`src/rtl/rf_bank_req_queue_pkg.sv`:
```
// Shared constants, entry type and sizing helper for the register-file
// bank request queue.
package rf_pkg;

    localparam int NUM_BANKS = 4;
    localparam int DEPTH     = 4;
    localparam int ROW_W     = 3;
    localparam int OCID_W    = 2;
    localparam int BANK_W    = $clog2(NUM_BANKS);
    localparam int PTR_W     = $clog2(DEPTH);
    localparam int CNT_W     = $clog2(DEPTH + 1);

    // One queued operand read: target row, destination collector, operand select
    typedef struct packed {
        logic [ROW_W-1:0]  row;
        logic [OCID_W-1:0] ocid;
        logic              opsel;
    } entry_t;

    // True when a bank holding 'count' entries can absorb 'need' more
    function automatic logic slots_fit(input logic [CNT_W-1:0] count,
                                       input logic [1:0]       need);
        logic [CNT_W:0] sum;
        sum = (CNT_W + 1)'(count) + (CNT_W + 1)'(need);
        return (sum <= (CNT_W + 1)'(DEPTH));
    endfunction

endpackage

```
`src/rtl/rf_bank_req_queue_if.sv`:
```
// Request, writeback and per-bank issue signals of the bank request queue.
interface rf_bank_req_queue_if;
    import rf_pkg::*;

    logic                        req_valid;
    logic                        req_2op;
    logic [ROW_W-1:0]            rowid_a;
    logic [BANK_W-1:0]           bankid_a;
    logic [ROW_W-1:0]            rowid_b;
    logic [BANK_W-1:0]           bankid_b;
    logic [OCID_W-1:0]           ocid;
    logic                        req_ready;
    logic                        wb_valid;
    logic [BANK_W-1:0]           wb_bank;
    logic [NUM_BANKS-1:0]        bk_rd_vld;
    logic [NUM_BANKS*ROW_W-1:0]  bk_rd_row;
    logic [NUM_BANKS*OCID_W-1:0] bk_rd_ocid;
    logic [NUM_BANKS-1:0]        bk_rd_opsel;
    logic [NUM_BANKS-1:0]        bank_full;

    modport master (
        output req_valid, req_2op, rowid_a, bankid_a, rowid_b, bankid_b, ocid,
        output wb_valid, wb_bank,
        input  req_ready, bk_rd_vld, bk_rd_row, bk_rd_ocid, bk_rd_opsel, bank_full
    );

    modport slave (
        input  req_valid, req_2op, rowid_a, bankid_a, rowid_b, bankid_b, ocid,
        input  wb_valid, wb_bank,
        output req_ready, bk_rd_vld, bk_rd_row, bk_rd_ocid, bk_rd_opsel, bank_full
    );

endinterface

```
`src/rtl/rf_bank_req_queue_bank_req_fifo.sv`:
```
// Per-bank request FIFO: two write ports (a then b), one read port feeding a
// registered issue slot. A stalled bank keeps its head and issues nothing.
module bank_req_fifo
    import rf_pkg::*;
(
    input  logic             clk,
    input  logic             rst,
    input  logic             wr_en_a,
    input  entry_t           wr_data_a,
    input  logic             wr_en_b,
    input  entry_t           wr_data_b,
    input  logic             stall,
    output logic [CNT_W-1:0] count,
    output logic             full,
    output logic             rd_vld,
    output entry_t           rd_data
);

    entry_t            mem_r [DEPTH];
    logic [PTR_W-1:0]  wr_ptr_r;
    logic [PTR_W-1:0]  rd_ptr_r;
    logic [CNT_W-1:0]  count_r;
    logic              rd_vld_r;
    entry_t            rd_data_r;

    logic              pop_s;
    logic [CNT_W-1:0]  push_cnt_s;
    logic              slot0_en_s;
    entry_t            slot0_data_s;
    logic              slot1_en_s;
    logic [PTR_W-1:0]  wr_ptr_p1_s;

    // Decide pop and map the write ports onto the next one or two slots
    always_comb begin
        pop_s        = 1'b0;
        push_cnt_s   = CNT_W'(wr_en_a) + CNT_W'(wr_en_b);
        slot0_en_s   = wr_en_a || wr_en_b;
        slot0_data_s = wr_data_b;
        slot1_en_s   = wr_en_a && wr_en_b;
        wr_ptr_p1_s  = wr_ptr_r + PTR_W'(1);
        if (wr_en_a) begin
            slot0_data_s = wr_data_a;
        end else begin
            slot0_data_s = wr_data_b;
        end
        if ((count_r != {CNT_W{1'b0}}) && !stall) begin
            pop_s = 1'b1;
        end else begin
            pop_s = 1'b0;
        end
    end

    // Storage array; contents are don't-care until a push makes them valid
    always_ff @(posedge clk) begin
        if (slot0_en_s) begin
            mem_r[wr_ptr_r] <= slot0_data_s;
        end
        if (slot1_en_s) begin
            mem_r[wr_ptr_p1_s] <= wr_data_b;
        end
    end

    // Pointers and occupancy; same-edge push and pop are both applied
    always_ff @(posedge clk or negedge rst) begin
        if (!rst) begin
            wr_ptr_r <= {PTR_W{1'b0}};
            rd_ptr_r <= {PTR_W{1'b0}};
            count_r  <= {CNT_W{1'b0}};
        end else begin
            wr_ptr_r <= wr_ptr_r + PTR_W'(push_cnt_s);
            if (pop_s) begin
                rd_ptr_r <= rd_ptr_r + PTR_W'(1);
            end
            count_r <= count_r + push_cnt_s - CNT_W'(pop_s);
        end
    end

    // Registered issue slot; payload holds its last value when nothing pops
    always_ff @(posedge clk or negedge rst) begin
        if (!rst) begin
            rd_vld_r  <= 1'b0;
            rd_data_r <= '0;
        end else begin
            rd_vld_r <= pop_s;
            if (pop_s) begin
                rd_data_r <= mem_r[rd_ptr_r];
            end
        end
    end

    assign count   = count_r;
    assign full    = (count_r == CNT_W'(DEPTH));
    assign rd_vld  = rd_vld_r;
    assign rd_data = rd_data_r;

endmodule

```
`src/rtl/rf_bank_req_queue.sv`:
```
// Register-file bank request queue: splits one or two operand reads into
// per-bank FIFOs and issues at most one registered read per bank per cycle,
// giving way to a writeback on the same bank.
module rf_bank_req_queue
    import rf_pkg::*;
(
    input  logic              clk,
    input  logic              rst,
    rf_bank_req_queue_if.slave bus
);

    logic [NUM_BANKS-1:0] na_s;
    logic [NUM_BANKS-1:0] nb_s;
    logic [NUM_BANKS-1:0] fit_s;
    logic [NUM_BANKS-1:0] stall_s;
    logic [NUM_BANKS-1:0] full_s;
    logic [NUM_BANKS-1:0] rd_vld_s;
    logic [1:0]           need_s    [NUM_BANKS];
    logic [CNT_W-1:0]     count_s   [NUM_BANKS];
    entry_t               rd_data_s [NUM_BANKS];
    logic                 req_ready_s;
    logic                 accept_s;
    entry_t               entry_a_s;
    entry_t               entry_b_s;

    assign entry_a_s = '{row: bus.rowid_a, ocid: bus.ocid, opsel: 1'b0};
    assign entry_b_s = '{row: bus.rowid_b, ocid: bus.ocid, opsel: 1'b1};

    for (genvar b = 0; b < NUM_BANKS; b++) begin : g_bank
        assign na_s[b]    = (bus.bankid_a == BANK_W'(b));
        assign nb_s[b]    = bus.req_2op && (bus.bankid_b == BANK_W'(b));
        assign need_s[b]  = 2'(na_s[b]) + 2'(nb_s[b]);
        assign fit_s[b]   = slots_fit(count_s[b], need_s[b]);
        assign stall_s[b] = bus.wb_valid && (bus.wb_bank == BANK_W'(b));

        bank_req_fifo u_fifo (
            .clk       (clk),
            .rst       (rst),
            .wr_en_a   (accept_s && na_s[b]),
            .wr_data_a (entry_a_s),
            .wr_en_b   (accept_s && nb_s[b]),
            .wr_data_b (entry_b_s),
            .stall     (stall_s[b]),
            .count     (count_s[b]),
            .full      (full_s[b]),
            .rd_vld    (rd_vld_s[b]),
            .rd_data   (rd_data_s[b])
        );

        assign bus.bk_rd_row[b*ROW_W +: ROW_W]    = rd_data_s[b].row;
        assign bus.bk_rd_ocid[b*OCID_W +: OCID_W] = rd_data_s[b].ocid;
        assign bus.bk_rd_opsel[b]                 = rd_data_s[b].opsel;
    end

    // Ready only from registered occupancy (no credit for same-cycle pops), held low in reset
    always_comb begin
        req_ready_s = 1'b0;
        if (rst) begin
            req_ready_s = &fit_s;
        end else begin
            req_ready_s = 1'b0;
        end
    end

    assign accept_s      = bus.req_valid && req_ready_s;
    assign bus.req_ready = req_ready_s;
    assign bus.bk_rd_vld = rd_vld_s;
    assign bus.bank_full = full_s;

endmodule

```
`src/flat_wrapper.sv`:
```
// flat-port wrapper written by rule: the top's interface ports become plain ports
module rf_bank_req_queue_flat import rf_pkg::*;
  (clk, rst, bus_req_valid, bus_req_2op, bus_rowid_a, bus_bankid_a, bus_rowid_b, bus_bankid_b, bus_ocid, bus_wb_valid, bus_wb_bank, bus_req_ready, bus_bk_rd_vld, bus_bk_rd_row, bus_bk_rd_ocid, bus_bk_rd_opsel, bus_bank_full);
  rf_bank_req_queue_if bus_i ();
  input  logic clk;
  input  logic rst;
  input wire logic [$bits(bus_i.req_valid)-1:0] bus_req_valid;
  input wire logic [$bits(bus_i.req_2op)-1:0] bus_req_2op;
  input wire logic [$bits(bus_i.rowid_a)-1:0] bus_rowid_a;
  input wire logic [$bits(bus_i.bankid_a)-1:0] bus_bankid_a;
  input wire logic [$bits(bus_i.rowid_b)-1:0] bus_rowid_b;
  input wire logic [$bits(bus_i.bankid_b)-1:0] bus_bankid_b;
  input wire logic [$bits(bus_i.ocid)-1:0] bus_ocid;
  input wire logic [$bits(bus_i.wb_valid)-1:0] bus_wb_valid;
  input wire logic [$bits(bus_i.wb_bank)-1:0] bus_wb_bank;
  output wire logic [$bits(bus_i.req_ready)-1:0] bus_req_ready;
  output wire logic [$bits(bus_i.bk_rd_vld)-1:0] bus_bk_rd_vld;
  output wire logic [$bits(bus_i.bk_rd_row)-1:0] bus_bk_rd_row;
  output wire logic [$bits(bus_i.bk_rd_ocid)-1:0] bus_bk_rd_ocid;
  output wire logic [$bits(bus_i.bk_rd_opsel)-1:0] bus_bk_rd_opsel;
  output wire logic [$bits(bus_i.bank_full)-1:0] bus_bank_full;
  assign bus_i.req_valid = bus_req_valid;
  assign bus_i.req_2op = bus_req_2op;
  assign bus_i.rowid_a = bus_rowid_a;
  assign bus_i.bankid_a = bus_bankid_a;
  assign bus_i.rowid_b = bus_rowid_b;
  assign bus_i.bankid_b = bus_bankid_b;
  assign bus_i.ocid = bus_ocid;
  assign bus_i.wb_valid = bus_wb_valid;
  assign bus_i.wb_bank = bus_wb_bank;
  assign bus_req_ready = bus_i.req_ready;
  assign bus_bk_rd_vld = bus_i.bk_rd_vld;
  assign bus_bk_rd_row = bus_i.bk_rd_row;
  assign bus_bk_rd_ocid = bus_i.bk_rd_ocid;
  assign bus_bk_rd_opsel = bus_i.bk_rd_opsel;
  assign bus_bank_full = bus_i.bank_full;
  rf_bank_req_queue u_core (.clk(clk), .rst(rst), .bus(bus_i));
endmodule
```
`config.mk`:
```
export PLATFORM = sky130hd
export DESIGN_NAME = rf_bank_req_queue_flat
export DESIGN_NICKNAME = d
export VERILOG_FILES = /design/src/rtl/rf_bank_req_queue_pkg.sv /design/src/rtl/rf_bank_req_queue_if.sv /design/src/rtl/rf_bank_req_queue_bank_req_fifo.sv /design/src/rtl/rf_bank_req_queue.sv /design/src/flat_wrapper.sv
export SDC_FILE = /design/constraint.sdc
export NUM_CORES = 1
export LEC_CHECK = 0
export ABC_AREA = 1
export BUFFER_PORTS_ARGS = -buffer_cell sky130_fd_sc_hd__buf_4
export CORE_UTILIZATION = 35
export CTS_CLUSTER_SIZE = 12
export DETAILED_ROUTE_END_ITERATION = 8
export PLACE_DENSITY = 0.61
export REMOVE_ABC_BUFFERS = 1
export SKIP_LAST_GASP = 1
export SLEW_MARGIN = 15
export SYNTH_ARGS = -nofsm -noshare
export SYNTH_HDL_FRONTEND = slang
export SYNTH_SLANG_ARGS = --single-unit
```
`constraint.sdc`:
```
create_clock -name clk -period 3.97 [get_ports clk]
set_input_delay 0.5955 -clock clk [delete_from_list [all_inputs] [get_ports clk]]
set_output_delay 0.5955 -clock clk [all_outputs]
set_load 0.01 [all_outputs]
```
After elaboration in Yosys (flattened, before gate mapping):

Memory sizes are Yosys's and may differ from the RTL's. A register that Yosys moved wholly into a read port is not among the register bits.
Cells that the tools add are included.

* reductions and logical operators: 45
* equal/unequal tests: 13
* order comparisons: 4
* add/sub/neg operators: 32
* multiplexer cells: 25

Operators with widths (number)
* 1-bit logical AND: 25
* 6-bit two-way mux: 4
* 1-bit two-way mux: 21
* 1-bit by 1-bit adder with 2-bit output: 8
* 2-bit by 1-bit adder with 2-bit output, second input constant: 8
* 3-bit by 2-bit adder with 4-bit output: 4
* 4-bit by 3-bit <= comparator with 1-bit output, second input constant: 4
* 3-bit adder: 4
* 2-bit equality test, second input constant: 6
* 3-bit equality test, second input constant: 4
* 3-bit nonzero test: 4
* 3-bit by 1-bit subtractor with 3-bit output: 4
* 2-bit adder: 4
* 1-bit zero test: 8
* 2-bit by 1-bit equality test with 1-bit output, second input constant: 3
* 2-bit zero test: 3
* 1-bit logical OR: 4
* 4-bit AND reduction: 1

* RAM bits: 96
* register bits: 32
* logic and storage cells: 139
* output and inout port bits: 33
* input bits: 19
* memories kept: 4

Memory list
* u_core.g_bank[0].u_fifo.mem_r: depth 4, width 6, read ports 1, clocked after memory_dff 1, write ports 2, RTL line rf_bank_req_queue_bank_req_fifo.sv:19 `entry_t mem_r [DEPTH];`
* u_core.g_bank[1].u_fifo.mem_r: depth 4, width 6, read ports 1, clocked after memory_dff 1, write ports 2, RTL line rf_bank_req_queue_bank_req_fifo.sv:19
* u_core.g_bank[2].u_fifo.mem_r: depth 4, width 6, read ports 1, clocked after memory_dff 1, write ports 2, RTL line rf_bank_req_queue_bank_req_fifo.sv:19
* u_core.g_bank[3].u_fifo.mem_r: depth 4, width 6, read ports 1, clocked after memory_dff 1, write ports 2, RTL line rf_bank_req_queue_bank_req_fifo.sv:19

Longest topological paths before layout:

Gate-level depths: netlist of the first run.

* depth in word-level cells: 12
* depth in mapped cells: 20
* depth with buffers taken out: 20

Cells and area by module:

From an unflattened synthesis of the first run, not the netlist that was laid out.

* cell total of the unflattened synthesis: 1042
* area, all modules: 8790.9 um^2

By module, submodules not included
* bank_req_fifo (u_core.g_bank[1].u_fifo ...): area an instance 2068.2 um^2, instances 3, cells an instance 238, seq. area each 1071.0 um^2
* bank_req_fifo (u_core.g_bank[0].u_fifo): area an instance 2118.3 um^2, instances 1, cells an instance 238, seq. area each 1071.0 um^2
* rf_bank_req_queue: area an instance 467.9 um^2, instances 1, cells an instance 90, seq. area each 0.0 um^2

Least setup slack after synthesis of the first run:

Ideal clock, no wire load.

* kind: input -> register
* start point: input bus_bankid_a[0]
* end point: register u_core.g_bank[2].u_fifo.count_r[2]
* buffers on the path: 0
* arrival time: 3749 ps
* stages on the path: 18
* required time: 3841 ps
* slack: 93 ps
* library setup time: 129 ps
* cell sequence: nor2_1 > fa_1 > ha_1 > or2_0 > nand3_1 > nand3_4 > nor3b_1 > nand2_1 > inv_1 > ha_1 > inv_1 > ha_1 > inv_1 > ha_1 > inv_1 > fa_1 > xnor2_1 > xor2_1

* cells in the longest elaborated chain, start to end: 11
* elaborated cells on any way between the ends: 24
* classes of those cells: add/sub (11); order compare (4); eq/ne (3); mux (1); reduce/logical (5)

RTL lines
* start, declared: RTL line flat_wrapper.sv:10 `input wire logic [$bits(bus_i.bankid_a)-1:0] bus_bankid_a;`
* 2-bit by 1-bit equality test with 1-bit output (tied with other cells): RTL line rf_bank_req_queue.sv:30 `assign na_s[b] = (bus.bankid_a == BANK_W'(b));`
* 1-bit by 1-bit adder with 2-bit output: RTL line rf_bank_req_queue.sv:32 `assign need_s[b] = 2'(na_s[b]) + 2'(nb_s[b]);`
* 3-bit by 2-bit adder with 4-bit output: RTL line rf_bank_req_queue_pkg.sv:24 `sum = (CNT_W + 1)'(count) + (CNT_W + 1)'(need);`
* 4-bit by 3-bit <= comparator with 1-bit output: RTL line rf_bank_req_queue_pkg.sv:25 `return (sum <= (CNT_W + 1)'(DEPTH));`
* 4-bit AND reduction: RTL line rf_bank_req_queue.sv:59 `req_ready_s = &fit_s;`
* 1-bit two-way mux: RTL line rf_bank_req_queue.sv:58 `if (rst) begin`
* 1-bit logical AND: RTL line rf_bank_req_queue.sv:65 `assign accept_s = bus.req_valid && req_ready_s;`
* 1-bit logical AND (on tied branches): RTL line rf_bank_req_queue.sv:39, rf_bank_req_queue.sv:41
* 1-bit by 1-bit adder with 2-bit output *: RTL line rf_bank_req_queue_bank_req_fifo.sv:36 `push_cnt_s = CNT_W'(wr_en_a) + CNT_W'(wr_en_b);`
* 3-bit adder *: RTL line rf_bank_req_queue_bank_req_fifo.sv:74 `count_r <= count_r + push_cnt_s - CNT_W'(pop_s);`
* 3-bit by 1-bit subtractor with 3-bit output *: RTL line rf_bank_req_queue_bank_req_fifo.sv:74
* end signal, assigned: RTL line rf_bank_req_queue_bank_req_fifo.sv:68 `count_r <= {CNT_W{1'b0}};`
* end signal, assigned: RTL line rf_bank_req_queue_bank_req_fifo.sv:74
* end, declared: RTL line rf_bank_req_queue_bank_req_fifo.sv:22 `logic [CNT_W-1:0] count_r;`

Mark *: on every way between the ends. The rest lies on a longest branch, timed or not.
A chain may end at the register's enable or synchronous reset.

Final worst setup path of the first run:

* start point: register u_core.g_bank[0].u_fifo.count_r[0]
* end point: register u_core.g_bank[0].u_fifo.count_r[2]

* cells in the longest elaborated chain, start to end: 9
* elaborated cells on any way between the ends: 13
* classes of those cells: add/sub (4); order compare (1); mux (2); reduce/logical (6)

RTL lines (RTL line)
* start, declared: rf_bank_req_queue_bank_req_fifo.sv:22
* start signal, assigned: rf_bank_req_queue_bank_req_fifo.sv:68
* start signal, assigned: rf_bank_req_queue_bank_req_fifo.sv:74
* 3-bit by 2-bit adder with 4-bit output: rf_bank_req_queue_pkg.sv:24
* 4-bit by 3-bit <= comparator with 1-bit output: rf_bank_req_queue_pkg.sv:25
* 4-bit AND reduction: rf_bank_req_queue.sv:59
* 1-bit two-way mux: rf_bank_req_queue.sv:58
* 1-bit logical AND: rf_bank_req_queue.sv:65
* 1-bit logical AND (on tied branches): rf_bank_req_queue.sv:39, rf_bank_req_queue.sv:41
* 1-bit by 1-bit adder with 2-bit output: rf_bank_req_queue_bank_req_fifo.sv:36
* 3-bit adder: rf_bank_req_queue_bank_req_fifo.sv:74
* 3-bit by 1-bit subtractor with 3-bit output *: rf_bank_req_queue_bank_req_fifo.sv:74

Marks and branches as above.

==> results of run 1 <==
[cells by family (layout without fill, tap and decap cells)]
logic type / after synthesis / in the layout / share of synthesized area
flops: 152 / 152 / 0.5093
buf+inv: 184 / 289 / 0.09148
xor+xnor: 18 / 18 / 0.01947
compound gates: 88 / 88 / 0.06058
simple gates: 454 / 454 / 0.2561
fa+ha+maj: 36 / 36 / 0.06305
[repair_timing]
action / in CTS / in global routing
hold endpoints to repair: 0 / 0
resized for setup: 0 / 1
endpoints found under the setup margin: 0 / 4
[Yosys cell counts]
library cell | instances | area, µm²
a31oi_1 | 24 | 150.1
buf_1 | 3 | 11.26
buf_12 | 1 | 20.02
buf_2 | 3 | 15.01
buf_4 | 8 | 60.06
clkbuf_1 | 20 | 75.07
dfrtp_1 | 56 | 1401
dfxtp_1 | 16 | 320.3
edfxtp_1 | 80 | 2402
fa_1 | 8 | 160.2
ha_1 | 28 | 350.3
inv_1 | 145 | 544.3
inv_2 | 4 | 15.01
nand2_1 | 149 | 559.3
nand2_2 | 13 | 81.33
nand3_1 | 55 | 275.3
nand3_2 | 4 | 40.04
nand3_4 | 6 | 105.1
nand4_1 | 3 | 18.77
nand4_2 | 8 | 100.1
nand4_4 | 1 | 21.27
nor2_1 | 180 | 675.7
nor2_2 | 1 | 6.260
nor2_8 | 1 | 20.02
nor3_1 | 30 | 150.1
nor3b_1 | 1 | 7.510
o21ai_0 | 48 | 240.2
o22ai_1 | 16 | 100.1
or2_0 | 1 | 6.260
or2_1 | 1 | 6.260
xnor2_1 | 6 | 52.55
xor2_1 | 12 | 105.1
[layout make-up]
type,instances,area (µm²)
sequential,152,4124
clock inverter,13,217.7
inverter,149,559.3
timing repair buffer,108,823.3
clock buffer,19,432.9
tap,285,356.6
fill,2170,12890
multi-input combinational,596,3237
[state kept, by name, summed over array words and instances (netlist names)]
register,count
u_core.g_bank.u_fifo.rd_data,24
u_core.g_bank.u_fifo.rd_vld,4
u_core.g_bank.u_fifo.count,12
u_core.g_bank.u_fifo.wr_ptr_r,8
u_core.g_bank.u_fifo.rd_ptr_r,8
u_core.g_bank.u_fifo.mem_r,96
[worst max path at each step]
stage	endpoint	slack, ps	cells past startpoint
floorplan	u_core.g_bank[2].u_fifo.count[2]	10	19
global placement	u_core.g_bank[0].u_fifo.count[2]	-140	19
detailed placement	u_core.g_bank[0].u_fifo.count[2]	-230	19
CTS	u_core.g_bank[0].u_fifo.count[2]	210	19
global route	u_core.g_bank[1].u_fifo.count[2]	10	21
finish	u_core.g_bank[0].u_fifo.count[2]	250	17
[critical path: stages, from the launching register on]
cell and delay, ps:
dfrtp_1 440, fa_1 480, ha_1 280, or2_0 220
nand3_1 120, nand3_4 110, nor3b_1 260, buf_4 170
nand2_1 80, inv_1 80, ha_1 150, inv_1 50
ha_1 260, inv_1 40, ha_1 180, fa_1 380
xnor2_1 190, xor2_1 150
[stage by stage]
| step | instances | total power, mW | setup TNS [ps] | utilization | hold WS [ps] |
|---|---|---|---|---|---|
| after floorplan | 897 | 3.664 | 0 | - | 299.9 |
| after global placement | 1290 | 4.411 | -379.3 | 0.4017 | 454.3 |
| after detailed placement | 1290 | 4.468 | -1034 | 0.4017 | 459.1 |
| after CTS | 1322 | 6.274 | 0 | 0.4305 | 447.2 |
| after global routing | 1322 | 6.651 | 0 | 0.4307 | 495.6 |
| final | 1322 | 6.211 | 0 | 0.4307 | 408.5 |
[layer usage]
layer	track usage	vias up	share of wire
met5	0	-	0
met4	0.07476	0	0.020
met3	0.03861	25	0.056
met2	0.2699	132	0.47
met1	0.2185	2896	0.46
li1	-	3178	-
[power by group through the flow]
stage / clock network [mW] / registers (mW) / logic [mW]
6_report: 1.81 / 2.38 / 2.03
3_3_place_gp: 0 / 2.40 / 2.01
4_1_cts: 1.83 / 2.38 / 2.07
5_1_grt: 1.89 / 2.44 / 2.32
3_5_place_dp: 0 / 2.41 / 2.06
2_1_floorplan: 0 / 2.38 / 1.29
==> impl_metrics.csv, run 1 <==
group,metric,value,unit
status,outcome,"finished clean",
floorplanning,die_h,154.1,µm
logic_synthesis,ys_warn_count,0,
finish,design_area,0.009751,mm²
floorplanning,die_w,154.1,µm
logic_synthesis,avgSynthCellArea,8.687,µm²
clocking,hold_buffers,0,
timing,worst_slew_pin_slew,791.3,ps
power_and_ir_drop,combPwrFrac,0.327,
placement,post-dp-hpwl,13790,µm
worst_setup_path,crit_start,"u_core.g_bank[0].u_fifo.count[0]",
floorplanning,rows,55,
worst_setup_path,cp-end-kind,"flip-flop",
finish,layout-drive-gt1-share,0.1707,
timing,setup_viol,0,
timing,rsz0062_at_grt,"no",
clocking,clockBufferDepth,2,
timing,skew,9.533,ps
timing,period_needed,3718,ps
logic_synthesis,ys_seq_elements,152,
power_and_ir_drop,power_leakage,4.674,nW
route,ant_nets,0,
timing,finalHoldViolations,0,
floorplanning,core_area,0.02264,mm²
timing,maxSlewHeadroom,0.4725,
flow_run,max_cap_viol_count,0,
finish,nets,1079,
route,dr.pass1.iters,5,
clocking,cts_root_buf,"clkbuf_16",
finish,layout_common_cells,"180 x nor2_1, 149 x nand2_1, 145 x inv_1",
power_and_ir_drop,powerDensity,637.0,mW/mm²
worst_setup_path,arrival,4070,ps
floorplanning,dieArea,0.02375,mm²
finish,final_common_cell,"nor2_1",
clocking,h-tree-depth,4,
worst_setup_path,reg2regPathDepth,17,
logic_synthesis,synth_cell_types,32,
clocking,cts_inserted_buffers,17,
worst_setup_path,worstReg2RegEnd,"u_core.g_bank[0].u_fifo.count[2]",
timing,drv_slew,0,
worst_setup_path,crit_fanout,4,
global_route,grt_max_degree,57,
worst_setup_path,cp-start-kind,"flip-flop",
power_and_ir_drop,seqPwrFrac,0.383,
placement,placed_area,0.009095,mm²
global_route,grt_pass1_wl,30780,µm
placement,numPortBuffers,51,
logic_synthesis,synth_area,0.008097,mm²
power_and_ir_drop,p_int,3.999,mW
timing,fmaxAchievable,269.0,MHz
clocking,post_cts_buffers,0,
power_and_ir_drop,switching_share,0.3561,
worst_setup_path,r2r_start,"u_core.g_bank[0].u_fifo.count[0]",
worst_setup_path,path_class,"flip-flop to flip-flop",
global_route,antenna_found_initial,0,
global_route,overflow,0,
timing,period_share,0.9365,
clocking,clock_latency,430,ps
route,wire_per_inst,14.24,µm
route,vias,6231,
min_path,min_path_type,"primary input to asynchronous set/reset pin",
timing,setup_ws,252.3,ps
global_route,grt_pass1_vias,6133,
power_and_ir_drop,clkPwrFrac,0.291,
worst_setup_path,regToRegSetupSlack,250,ps
clocking,numClockSinks,152,
route,vias_per_cell,4.713,
clocking,cts_tree,"yes",
finish,num_antenna_cells,0,
floorplanning,initial_core_util,0.3576,
logic_synthesis,seq_area_frac_synth,0.5093,
power_and_ir_drop,p_switching,2.212,mW
placement,gp_congestion,0.8436,
route,drt_iter0_markers,367,
worst_setup_path,worstPathRequired,4330,ps
global_route,track_usage,0.1690,
power_and_ir_drop,vdd_drop_max,0.0002478,V
placement,pre_cts_slack,-231.2,ps
clocking,path_clk_slew,70,ps
floorplanning,pin_count,52,
route,drc,0,
route,wl,18820,µm
finish,area_delta_synth_final,20.43,%
logic_synthesis,postSynthCellCount,932,
Note: power is estimated with default switching activity, not from simulation.
==> run 2: changes to the inputs <==
- CORE_UTILIZATION: 35 -> 48
- PLACE_DENSITY: 0.61 -> 0.75
- clock period: 3.97 -> 4.15 ns (I/O delays scaled with it)
==> impl_metrics.csv, run 2 (synthesis results as in run 1) <==
group,metric,value,unit
status,outcome,"finished clean",
global_route,track_usage,0.2230,
worst_setup_path,regToRegSetupSlack,390,ps
worst_setup_path,cp-start-kind,"primary input",
worst_setup_path,crit_start,"bus_bankid_b[0]",
route,vias_per_cell,5.108,
finish,multiInputGateArea,0.003232,mm²
power_and_ir_drop,p_int,3.885,mW
clocking,cts_resized,0,
worst_setup_path,path_class,"primary input to flip-flop",
worst_setup_path,cp_slowest_cell,"nor3_1",
timing,period_needed,3835,ps
route,wl,18170,µm
placement,post-dp-hpwl,13050,µm
worst_setup_path,cp-end-kind,"flip-flop",
worst_setup_path,path_common_cell,"ha_1",
finish,final_util,0.5773,
timing,drv_slew,0,
timing,fmaxAchievable,260.7,MHz
route,dr.pass1.iters,6,
worst_setup_path,reg2regPathDepth,17,
clocking,hold_buffers,0,
floorplanning,die_w,131.9,µm
worst_setup_path,crit_family,"adder cells",
clocking,h-tree-depth,4,
finish,layout-drive-gt1-share,0.1524,
floorplanning,dieArea,0.01739,mm²
route,wire_per_inst,14.69,µm
timing,skew,8.778,ps
finish,regMostFlops,"u_core.g_bank.u_fifo.mem_r",
clocking,cts_root_buf,"clkbuf_16",
flow_run,max_cap_viol_count,0,
min_path,min_path_type,"primary input to asynchronous set/reset pin",
clocking,numClockSinks,152,
floorplanning,pin_count,52,
timing,rsz0062_at_grt,"no",
timing,worst_slew_pin_slew,800.2,ps
route,drc,0,
worst_setup_path,crit_fanout,3,
power_and_ir_drop,clkPwrFrac,0.295,
floorplanning,initial_core_util,0.4900,
clocking,cts_tree,"yes",
worst_setup_path,worstPathRequired,4500,ps
worst_setup_path,r2r_start,"u_core.g_bank[0].u_fifo.count[0]",
finish,fillerInstances,1413,
worst_setup_path,worstReg2RegEnd,"u_core.g_bank[0].u_fifo.count[2]",
floorplanning,core_area,0.01652,mm²
worst_setup_path,slowest_delay,420,ps
power_and_ir_drop,seqPwrFrac,0.381,
finish,final_common_cell,"nor2_1",
timing,period_share,0.9242,
power_and_ir_drop,power_leakage,4.589,nW
clocking,post_cts_buffers,0,
worst_setup_path,path_cells,"buf_4 -> nor3_1 -> fa_1 -> ha_1 -> or2_0 -> nand3_1 -> nand3_4 -> nor3b_1 -> buf_4 -> nand2_1 -> inv_1 -> ha_1 -> inv_1 -> ha_1 -> inv_1 -> ha_1 -> fa_1 -> xnor2_1 -> xor2_1",
worst_setup_path,crit_buf_inv,5,
power_and_ir_drop,switching_share,0.3494,
timing,setup_viol,0,
floorplanning,rows,47,
power_and_ir_drop,powerDensity,626.0,mW/mm²
clocking,path_clk_slew,60,ps
finish,area_delta_synth_final,17.82,%
global_route,grt_max_degree,57,
clocking,clockBufferDepth,2,
global_route,antenna_found_initial,0,
route,drt_iter0_markers,448,
power_and_ir_drop,p_switching,2.086,mW
clocking,clock_latency,420,ps
placement,numPortBuffers,51,
placement,gp_congestion,0.8677,
timing,fin_hold_ws,413.7,ps
finish,largest_reg_flops,96,
global_route,grt_pass1_vias,6160,
route,vias,6318,
timing,maxSlewHeadroom,0.4665,
route,ant_nets,0,
power_and_ir_drop,combPwrFrac,0.324,
global_route,grt_pass1_wl,30110,µm
power_and_ir_drop,vdd_drop_max,0.0003491,V
floorplanning,die_h,131.9,µm
clocking,cts_inserted_buffers,17,
global_route,overflow,0,
worst_setup_path,arrival,4190,ps
finish,num_antenna_cells,0,
finish,nets,1059,
timing,finalHoldViolations,0,
finish,layout_common_cells,"180 x nor2_1, 149 x nand2_1, 145 x inv_1",
finish,seqCellArea,0.004124,mm²
[run 2: changes by cell type in the layout (fill, tap and decap cells not counted), sizes merged]
cell,delta
buf,-20
clkbuf,+3
clkinv,+2
clkinvlp,-1
inv,-4
[run 2: worst max-delay path by stage]
stage | endpoint | slack (ps) | depth (start not counted)
final | u_core.g_bank[0].u_fifo.count[2] | 310 | 19
after global routing | u_core.g_bank[0].u_fifo.count[2] | 150 | 19
after CTS | u_core.g_bank[0].u_fifo.count[2] | 390 | 19
after detailed placement | u_core.g_bank[0].u_fifo.count[2] | -60 | 19
after global placement | u_core.g_bank[0].u_fifo.count[2] | 60 | 19
after floorplan | u_core.g_bank[2].u_fifo.count[2] | 170 | 19
[run 2: routing by layer]
layer / wire length [µm] / part of all wire / track usage
met1: 8006 / 0.44 / 0.2887
met4: 440 / 0.024 / 0.08075
met2: 8612 / 0.47 / 0.3674
met5: 0 / 0 / 0
met3: 1110 / 0.061 / 0.04998
[run 2: power by group through the flow]
stage | registers, mW | logic [mW] | clock network, mW
2_1_floorplan | 2.27 | 1.23 | 0
3_3_place_gp | 2.29 | 1.87 | 0
3_5_place_dp | 2.30 | 1.93 | 0
4_1_cts | 2.27 | 1.95 | 1.78
5_1_grt | 2.33 | 2.20 | 1.84
6_report | 2.28 | 1.93 | 1.76
[run 2: area by class of cell]
type	count	share of cell area
sequential	152	0.4323
tap	220	0.02886
clock inverter	10	0.01981
timing repair buffer	88	0.07057
multi-input combinational	596	0.3388
inverter	149	0.05863
clock buffer	22	0.05102
[run 2: worst register-to-register path: cells and delay by family, from the launching register on]
kind                     cells  cell delay [ps]
adder cells (fa/ha/maj)      6             1720
buffers and inverters        4              360
flip-flops                   1              440
XOR/XNOR                     2              350
AND/OR/NAND/NOR              5              800
[run 2: through the flow]
step	power (mW)	setup slack, ps	instances	TNS [ps]	cell area, µm²
4_1_cts	6.008	387.5	1237	0	9539
3_5_place_dp	4.230	-59.87	1205	-59.87	8864
3_3_place_gp	4.158	60.57	1205	0	8864
2_1_floorplan	3.505	167.1	897	0	7915
6_report	5.971	314.5	1237	0	9539
5_1_grt	6.367	146.6	1237	0	9539
==> run 3: changes to the inputs <==
- ABC_AREA: 1 -> not set
- PLACE_DENSITY: 0.75 -> 0.76
==> impl_metrics.csv, run 3 <==
group,metric,value,unit
timing,fmaxAchievable,250.1,MHz
finish,design_area,0.009229,mm²
placement,place_inst,887,
finish,layout-drive-gt1-share,0.3206,
timing,skew,6.027,ps
logic_synthesis,post-synth-top-count-cell,"edfxtp_1",
timing,worst_slew_pin_slew,783.9,ps
finish,fillerInstances,1301,
timing,setup_viol,0,
global_route,antenna_found_initial,0,
placement,placed_area,0.008573,mm²
logic_synthesis,synthArstFlopShare,0.3684,
timing,finalHoldViolations,0,
logic_synthesis,synth_cell_types,42,
route,vias,4940,
logic_synthesis,yosys_most_used_dff,"edfxtp_1",
placement,pre_cts_slack,-338.1,ps
status,outcome,"finished clean",
logic_synthesis,ys_seq_elements,152,
route,ant_nets,0,
finish,area_delta_synth_final,17.98,%
route,drt_iter0_markers,342,
timing,maxSlewHeadroom,0.4774,
worst_setup_path,worstPathRequired,4500,ps
clocking,clock_latency,430,ps
global_route,grt_max_degree,57,
timing,setup_ws,152.1,ps
clocking,cts_tree,"yes",
power_and_ir_drop,powerDensity,588.5,mW/mm²
worst_setup_path,cp-end-kind,"flip-flop",
logic_synthesis,postSynthCellCount,620,
worst_setup_path,crit_fanout,2,
floorplanning,die_w,129.7,µm
placement,numPortBuffers,51,
global_route,grt_pass1_wl,25940,µm
clocking,numClockSinks,152,
floorplanning,core_area,0.01589,mm²
logic_synthesis,synth_top_area_cell,"edfxtp_1",
clocking,cts_root_buf,"clkbuf_16",
finish,num_antenna_cells,0,
global_route,track_usage,0.2097,
global_route,grt_pass1_vias,5051,
flow_run,max_cap_viol_count,0,
global_route,overflow,0,
placement,post-dp-hpwl,11640,µm
route,dr.pass1.iters,5,
min_path,min_path_type,"primary input to asynchronous set/reset pin",
logic_synthesis,avgSynthCellArea,12.62,µm²
power_and_ir_drop,vdd_drop_max,0.0003493,V
floorplanning,initial_core_util,0.4924,
logic_synthesis,ys_top_cells_by_count,"80 x edfxtp_1, 56 x dfrtp_1, 48 x nand2_1",
clocking,path_clk_slew,60,ps
clocking,clockBufferDepth,2,
timing,rsz0062_at_grt,"yes",
finish,finalNonFillerCells,921,
clocking,h-tree-depth,4,
finish,regMostFlops,"u_core.g_bank.u_fifo.mem_r",
floorplanning,die_h,129.7,µm
clocking,cts_inserted_buffers,17,
finish,largest_reg_flops,96,
power_and_ir_drop,power,5.431,mW
floorplanning,rows,46,
route,wire_per_inst,17.53,µm
finish,final_util,0.5810,
timing,fin_hold_ws,406.2,ps
route,vias_per_cell,5.364,
logic_synthesis,seq_area_frac_synth,0.5272,
route,wl,16150,µm
finish,layout_common_cells,"95 x buf_4, 80 x edfxtp_1, 56 x dfrtp_1",
timing,setup_tns,0,ps
finish,final_common_cell,"buf_4",
floorplanning,pin_count,52,
power_and_ir_drop,power_leakage,3.890,nW
floorplanning,dieArea,0.01681,mm²
timing,drv_slew,0,
logic_synthesis,synth_area,0.007823,mm²
logic_synthesis,synth-edff-count,80,
worst_setup_path,cp-start-kind,"primary input",
logic_synthesis,synthTopCellsByArea,"edfxtp_1 31%, dfrtp_1 18%, mux4_2 6.9%, ha_1 4.5%, dfxtp_1 4.1%",
placement,gp_congestion,0.8842,
worst_setup_path,path_class,"primary input to flip-flop",
logic_synthesis,synth_top_area_frac,0.3071,
worst_setup_path,arrival,4350,ps
logic_synthesis,ys_warn_count,0,
timing,period_needed,3998,ps
timing,period_share,0.9633,
finish,nets,747,
route,drc,0,
-- run 3: cell types whose count changed after synthesis, moves of 14 or more --
cell / change
nand3_1: -46
nor3_1: -28
nand2_1: -101
and2_1: +42
a22o_1: +36
mux4_2: +24
a31oi_1: -24
nor2_1: -139
inv_1: -117
mux2_2: +24
o21ai_0: -36
xnor2_1: +14
o22ai_1: -16
-- run 3: final timing paths --
kind	from	endpoint	slack (ps)	cells past startpoint
hold / removal	rst	u_core.g_bank[3].u_fifo.rd_data[1]	410	2
max in group asynchronous	rst	u_core.g_bank[0].u_fifo.rd_data[1]	3200	2
setup reg to reg	u_core.g_bank[1].u_fifo.count[0]	u_core.g_bank[2].u_fifo.count[2]	280	17
min in group clk	u_core.g_bank[2].u_fifo.mem_r[3][0]	u_core.g_bank[2].u_fifo.mem_r[3][0]	480	2
hold reg to reg	u_core.g_bank[2].u_fifo.mem_r[3][0]	u_core.g_bank[2].u_fifo.mem_r[3][0]	480	2
setup / recovery	bus_req_2op	u_core.g_bank[2].u_fifo.count[2]	150	20
-- run 3: layout make-up --
| cell class | count | area, µm² | area share |
|---|---|---|---|
| flip-flops and latches | 152 | 4124 | 0.4469 |
| multi-input cells | 394 | 3422 | 0.3708 |
| repair buffers | 96 | 724.4 | 0.07850 |
| clock buffers | 18 | 429.2 | 0.04650 |
| well taps | 216 | 270.3 | 0.02928 |
| inverters | 31 | 131.4 | 0.01424 |
| clock inverters | 14 | 127.6 | 0.01383 |
-- run 3: worst max-delay path: stages --
cell      delay [ps]
buf_4            110
nor2b_1          130
and2_4           160
fa_2             410
ha_4             230
or2_2            290
a222oi_1         370
and4_1           290
buf_6            110
nand3_2           80
inv_2             70
ha_4             190
inv_1             50
ha_1             210
inv_1             60
ha_2             160
inv_2             40
fa_2             400
xor2_2           180
xnor2_1          170
-- run 3: cells by family (layout without fill, tap and decap cells) --
group           after synthesis  count (layout)  share of synthesized area
simple gates                204             204                     0.1468
xor+xnor                     28              28                    0.03135
fa+ha+maj                    36              36                    0.06526
compound gates               78              78                    0.08013
buf+inv                      74             159                    0.04559
mux                          48              48                     0.1036
flops                       152             152                     0.5272
-- run 3: routing by layer --
layer	up-vias	global-route usage	routed length (µm)
met5	-	0	0
met4	0	0.08550	308
met3	33	0.04418	919
met2	150	0.3501	8002
met1	2414	0.2666	6916
li1	2343	-	-
-- run 3: where the power goes --
group | internal [mW] | total (mW) | switching [mW]
Clock | 0.827 | 1.46 | 0.632
Sequential | 1.93 | 2.34 | 0.410
Combinational | 0.953 | 1.63 | 0.680
Total | 3.71 | 5.43 | 1.72
-- run 3: timing repair --
action	4_1_cts	5_1_grt
hold buffers	0	0
setup buffers	0	2
endpoints found under the setup margin	0	5
resized for setup	0	19
